[src/rtl/mem_miss_handler_pkg.sv]
// Shared memory-side definitions for the miss handler: state/owner encodings,
// block geometry and the memory request payload.
package mem_miss_handler_pkg;

  localparam int unsigned BLOCK_WORDS = 8;
  localparam int unsigned WORD_OFF_W  = 3;
  localparam int unsigned CNT_W       = 4;
  localparam int unsigned ADDR_W      = 16;
  localparam int unsigned DATA_W      = 16;
  localparam int unsigned BLK_ADDR_W  = ADDR_W - WORD_OFF_W - 1;

  typedef enum logic [1:0] {
    ST_IDLE = 2'b00,
    ST_FILL = 2'b01,
    ST_DONE = 2'b10
  } state_e;

  typedef enum logic {
    ISIDE = 1'b0,
    DSIDE = 1'b1
  } owner_e;

  typedef struct packed {
    logic              en;
    logic              wr;
    logic [ADDR_W-1:0] addr;
    logic [DATA_W-1:0] wdata;
  } mem_req_t;

endpackage

[src/rtl/fill_counter.sv]
// Small up-counter used to track issued and received block words.
module fill_counter
  import mem_miss_handler_pkg::*;
(
  input  logic             clk,
  input  logic             rst_n,
  input  logic             clr,
  input  logic             en,
  output logic [CNT_W-1:0] cnt
);

  // Clear wins over enable so the DONE cycle always restarts from zero.
  always_ff @(posedge clk or negedge rst_n) begin
    if (!rst_n) begin
      cnt <= '0;
    end else if (clr) begin
      cnt <= '0;
    end else if (en) begin
      cnt <= cnt + CNT_W'(1);
    end
  end

endmodule

[src/rtl/mem_miss_handler.sv]
// Arbitrates I/D cache misses and write-through stores onto the single-ported
// main memory and streams returning block words into the owning cache.
module mem_miss_handler
  import mem_miss_handler_pkg::*;
(
  input  logic        clk,
  input  logic        rst_n,
  input  logic        icache_miss,
  input  logic [15:0] icache_miss_addr,
  input  logic        dcache_miss,
  input  logic [15:0] dcache_miss_addr,
  input  logic        store_req,
  input  logic [15:0] store_addr,
  input  logic [15:0] store_data,
  output logic        store_ack,
  output logic        mem_en,
  output logic        mem_wr,
  output logic [15:0] mem_addr,
  output logic [15:0] mem_wdata,
  input  logic        mem_data_valid,
  input  logic [15:0] mem_rdata,
  output logic        icache_fill_we,
  output logic        dcache_fill_we,
  output logic [2:0]  fill_word_idx,
  output logic [15:0] fill_data,
  output logic        icache_fill_done,
  output logic        dcache_fill_done,
  output logic        busy
);

  state_e                state_q, state_d;
  owner_e                owner_q, owner_d;
  logic [BLK_ADDR_W-1:0] blk_addr_q, blk_addr_d;
  logic [CNT_W-1:0]      issue_cnt, rcv_cnt;
  logic                  issue_en, rcv_en, cnt_clr;
  mem_req_t              mem_req;
  logic                  unused_addr_bits;

  // The in-block offset of a miss address is irrelevant: whole blocks are fetched.
  assign unused_addr_bits = ^{icache_miss_addr[3:0], dcache_miss_addr[3:0]};

  fill_counter u_issue_cnt (
    .clk   (clk),
    .rst_n (rst_n),
    .clr   (cnt_clr),
    .en    (issue_en),
    .cnt   (issue_cnt)
  );

  fill_counter u_rcv_cnt (
    .clk   (clk),
    .rst_n (rst_n),
    .clr   (cnt_clr),
    .en    (rcv_en),
    .cnt   (rcv_cnt)
  );

  always_ff @(posedge clk or negedge rst_n) begin
    if (!rst_n) begin
      state_q    <= ST_IDLE;
      owner_q    <= ISIDE;
      blk_addr_q <= '0;
    end else begin
      state_q    <= state_d;
      owner_q    <= owner_d;
      blk_addr_q <= blk_addr_d;
    end
  end

  always_comb begin
    state_d          = state_q;
    owner_d          = owner_q;
    blk_addr_d       = blk_addr_q;
    mem_req          = '0;
    store_ack        = 1'b0;
    issue_en         = 1'b0;
    rcv_en           = 1'b0;
    cnt_clr          = 1'b0;
    icache_fill_we   = 1'b0;
    dcache_fill_we   = 1'b0;
    fill_word_idx    = '0;
    fill_data        = '0;
    icache_fill_done = 1'b0;
    dcache_fill_done = 1'b0;

    unique case (state_q)
      ST_IDLE: begin
        // Store is gated by rst_n so every output is quiet while reset is held.
        if (dcache_miss) begin
          owner_d    = DSIDE;
          blk_addr_d = dcache_miss_addr[15:4];
          state_d    = ST_FILL;
        end else if (store_req && rst_n) begin
          mem_req   = '{en: 1'b1, wr: 1'b1, addr: store_addr, wdata: store_data};
          store_ack = 1'b1;
        end else if (icache_miss) begin
          owner_d    = ISIDE;
          blk_addr_d = icache_miss_addr[15:4];
          state_d    = ST_FILL;
        end
      end

      ST_FILL: begin
        if (issue_cnt < CNT_W'(BLOCK_WORDS)) begin
          issue_en      = 1'b1;
          mem_req.en    = 1'b1;
          mem_req.addr  = {blk_addr_q, issue_cnt[WORD_OFF_W-1:0], 1'b0};
        end
        if (mem_data_valid && (rcv_cnt < CNT_W'(BLOCK_WORDS))) begin
          rcv_en         = 1'b1;
          icache_fill_we = (owner_q == ISIDE);
          dcache_fill_we = (owner_q == DSIDE);
          fill_word_idx  = rcv_cnt[WORD_OFF_W-1:0];
          fill_data      = mem_rdata;
          // Leaving on the last word lands in DONE with rcv_cnt == 8.
          if (rcv_cnt == CNT_W'(BLOCK_WORDS - 1)) begin
            state_d = ST_DONE;
          end
        end
      end

      ST_DONE: begin
        icache_fill_done = (owner_q == ISIDE);
        dcache_fill_done = (owner_q == DSIDE);
        cnt_clr          = 1'b1;
        state_d          = ST_IDLE;
      end

      default: begin
        cnt_clr = 1'b1;
        state_d = ST_IDLE;
      end
    endcase
  end

  assign mem_en    = mem_req.en;
  assign mem_wr    = mem_req.wr;
  assign mem_addr  = mem_req.addr;
  assign mem_wdata = mem_req.wdata;
  assign busy      = (state_q != ST_IDLE);

endmodule

[config.mk]
export PLATFORM = sky130hd
export DESIGN_NAME = mem_miss_handler
export DESIGN_NICKNAME = d
export VERILOG_FILES = /design/src/rtl/mem_miss_handler_pkg.sv /design/src/rtl/fill_counter.sv /design/src/rtl/mem_miss_handler.sv
export SDC_FILE = /design/constraint.sdc
export NUM_CORES = 1
export LEC_CHECK = 0
export CAP_MARGIN = 10
export CELL_PAD_IN_SITES_DETAIL_PLACEMENT = 1
export CELL_PAD_IN_SITES_GLOBAL_PLACEMENT = 1
export CORE_MARGIN = 1.5
export CORE_UTILIZATION = 43
export CTS_CLUSTER_DIAMETER = 30
export DETAILED_ROUTE_END_ITERATION = 12
export DONT_BUFFER_PORTS = 1
export GPL_ROUTABILITY_DRIVEN = 0
export PLACE_DENSITY = 0.86
export SLEW_MARGIN = 40
export SYNTH_ARGS = -nofsm -noshare
export SYNTH_HDL_FRONTEND = slang
export SYNTH_SLANG_ARGS = --single-unit
[constraint.sdc]
create_clock -name clk -period 2.08 [get_ports clk]
set_clock_uncertainty 0.05 [all_clocks]
set_input_delay 0.312 -clock clk [delete_from_list [all_inputs] [get_ports clk]]
set_output_delay 0.312 -clock clk [all_outputs]
set_load 0.05 [all_outputs]
==> run summary <==
Setup repair after global routing could not meet its margin everywhere. The sort of element at the end of the critical path is a primary output. For the post-detailed-placement cell area, the log shows 2300 sq um. The checks that failed: setup timing. For this run, the register share of the synthesized area comes to 35.8%. Walking the worst path, the cells encountered are or2_4, nor3_4, buf_6, buf_12, and2_4, buf_12. Grouping stages by cell kind, the critical path spends the most delay in simple AND/OR/NAND/NOR gates. STA classifies the critical path startpoint as a flip-flop.

During placement, the flow inserted port buffers numbering 0. Among all stages on the critical path, the largest delay is contributed by dfrtp_1. Setup slack on the worst reg-to-reg path comes out at 320 ps. The number of failing hold endpoints at the final stage is 0, and the longest individual stage delay on the worst path is 410 ps. For this run, the top clock speed supported by timing is 436 MHz. After detailed placement, the design holds a cell count of 239. The total vias in the final route was 1574; the HPWL after detailed placement was 4.35 mm.

The logs give 1549 for the via count of the first global-routing pass and 239 for the net count after synthesis. After routing the design area is 2710 sq um. The logs give 0 for the number of antenna-violating nets in the routed design and 151 for the count of mapped cells out of synthesis. The post-synthesis register bit count was 23. Cells with a size suffix above 1 make up 63.6% of the layout. The power per unit of standard cell area was 1430 nW/um^2.

The critical path buffer and inverter count came out at 3. The launch instance of the worst register-to-register path is state_q[0]. The run gives 145 as the number of primary I/O pins. For the deepest level of the CTS H-tree, the log shows 1.

The path class of the lowest-slack min-delay path is input port to flip-flop. Across the run, the number of max-cap violations was 0. The total of endpoints with negative setup slack in the final report was 36. Counting flops with a built-in enable in the synthesized netlist gives 0. The ratio of routed vias to standard cells is 6.12. The fraction of the core area covered by cells at the end of the flow was 74.4%; the maximum number of pins on one net before global-route repair was 26.

The number of antenna violations at the first check in global routing came out at 0. In this run, the number of DRC markers left after iteration 0 of detailed routing was 88. The Yosys step of the flow raised 0 warnings.

By startpoint and endpoint, the worst setup path is classified as flip-flop to primary output. The clock passes through at most 2 buffers. The overflow left after global routing was 0. For this run, the total global-route usage over all layers was measured as 28.8%.

The run gives 1610 sq um as the netlist area before placement. The worst path uses 110% of the clock period. The worst-case reg-to-reg path depth is 6.

Across the VDD grid, the largest voltage drop is 0.783 mV. Minimum period implied by the final worst setup slack: 2290 ps. The most common cell after layout, fill and taps aside was buf_4. Averaged over all synthesized cells, the footprint is 10.6 sq um. The run finished, with violations left. In the layout the commonest cells are 26 x buf_4, 24 x buf_12, 23 x dfrtp_1. For the remaining design rule violation count, the log shows 0.

After clock tree synthesis, the clock-pin slew on the worst setup and hold paths is 90 ps. The first global-routing pass estimated 8.83 mm of wire. At the later pin of the worst-skew pair, clock insertion delay measures 270 ps. The number of antenna diodes in the final layout is 0. The run gives 257 as the final cell count without fillers. The number of instances on the worst hold path is 1, and the floorplan die area is 4110 sq um.

Relative to the synthesized area, the layout overhead comes to 68.2%. The leading register cell type out of synthesis was dfrtp_1. The tree is rooted in a clkbuf_8.

Wires add up to 7.46 mm. The die is 64.1 microns wide. In this run the critical register-to-register path is captured at u_rcv_cnt.cnt[3]. The run gives 22 as the placement row count.

The final layout contains 298 nets. In this run the tightest slew margin relative to its limit is 60.0%. The startpoint identified for the worst hold timing path is dcache_miss.

The largest fanout of any net on the critical path works out to 9. The capture endpoint of the worst hold path is owner_q. TritonCTS built the clock tree.

At the pin with the least slew margin, the transition time is 598 ps. The tools report the setup slack at placement as 185 ps. The wire length per cell is 29.0 microns. Number of unique standard cell types used by synthesis: 34.

The arrival time of data at the critical path endpoint was 1930 ps; the number of optimization iterations in the first detailed-route pass was 4. The cell repeated most along the worst path was buf_12. In this run, CTS created clock tree buffers numbering 3. Summed over all cells, the static leakage comes to 0.00127 uW.

The y dimension of the die works out to 64.1 microns. The initial core utilization is 44.2%. The data required time at the worst endpoint was 1720 ps; the standard cell core area was 3630 sq um. The worst setup slack after layout was -213 ps.

The clock drives 23 sinks. The number of max-slew violations in the final report is 0, and the async set or reset register ratio after synthesis is 100%.
[what timing repair did]
action	4_1_cts	5_1_grt
endpoints found under the setup margin	54	56
cloned	1	5
pin swaps	9	12
setup buffers	3	4
hold buffers	1	1
endpoints found under the hold margin	23	23
gates resized for setup	16	36
[through the flow]
stage          hold slack [ps]  power [uW]  TNS, ps
6_report                   144        3870    -5990
5_1_grt                    147        3980    -7390
4_1_cts                    143        3500    -2560
3_5_place_dp             -32.9        3170        0
3_3_place_gp             -33.0        3010        0
2_1_floorplan            -33.6        2310    -4.96
[state kept, by name, indices dropped and copies added (netlist names)]
signal,flops
u_rcv_cnt.cnt,4
blk_addr_q,12
u_issue_cnt.cnt,4
state_q,2
owner_q,1
[layer usage]
layer / wire length [microns] / global-route usage (%) / vias up
li1: - / - / 648
met1: 2810 / 30.4 / 778
met2: 3950 / 54.3 / 131
met3: 513 / 5.63 / 17
met4: 178 / 13.0 / 0
met5: 0 / 0 / -
[report_power, final]
part	total (uW)	internal (uW)	leakage (uW)	switching (uW)
Clock	283	137	0.0000228	146
Sequential	938	666	0.000272	272
Combinational	2650	1180	0.000980	1460
Total	3870	1990	0.00127	1880
[logic make-up (layout without fill, tap and decap cells)]
kind of cell,count (synthesis),after routing,synth area share (%)
fa+ha+maj,2,2,1.56
buf+inv,13,69,4.90
mux,27,27,20.9
flops,23,23,35.8
simple gates,63,65,24.2
xor+xnor,2,2,1.09
compound gates,21,21,11.6
[worst max path at each step]
stage	startpoint	endpoint	slack, ps	cells past startpoint
5_1_grt	state_q[1]	mem_wdata[15]	-240	6
2_1_floorplan	state_q[0]	mem_addr[15]	-2	5
4_1_cts	state_q[1]	mem_addr[5]	-140	6
3_5_place_dp	state_q[0]	mem_addr[5]	180	5
3_3_place_gp	state_q[0]	mem_addr[10]	260	5
6_report	state_q[0]	mem_wdata[15]	-210	6
[cell usage after synthesis (3+ instances only)]
| master | instances | area (sq um) |
|---|---|---|
| mux2_4 | 9 | 135 |
| buf_2 | 4 | 20.0 |
| mux2_2 | 16 | 180 |
| nand2_1 | 10 | 37.5 |
| dfrtp_1 | 23 | 576 |
| a22o_1 | 15 | 131 |
| nor2_1 | 3 | 11.3 |
| and2_1 | 37 | 231 |
[area by class of cell]
type                       instances  area [sq um]
sequential                        23           576
multi-input combinational        117          1170
clock buffer                       4          45.0
fill                             333           928
timing repair buffer              64           851
inverter                           1          3.75
tap                               48          60.1
Power figures use the tool's default switching activity.
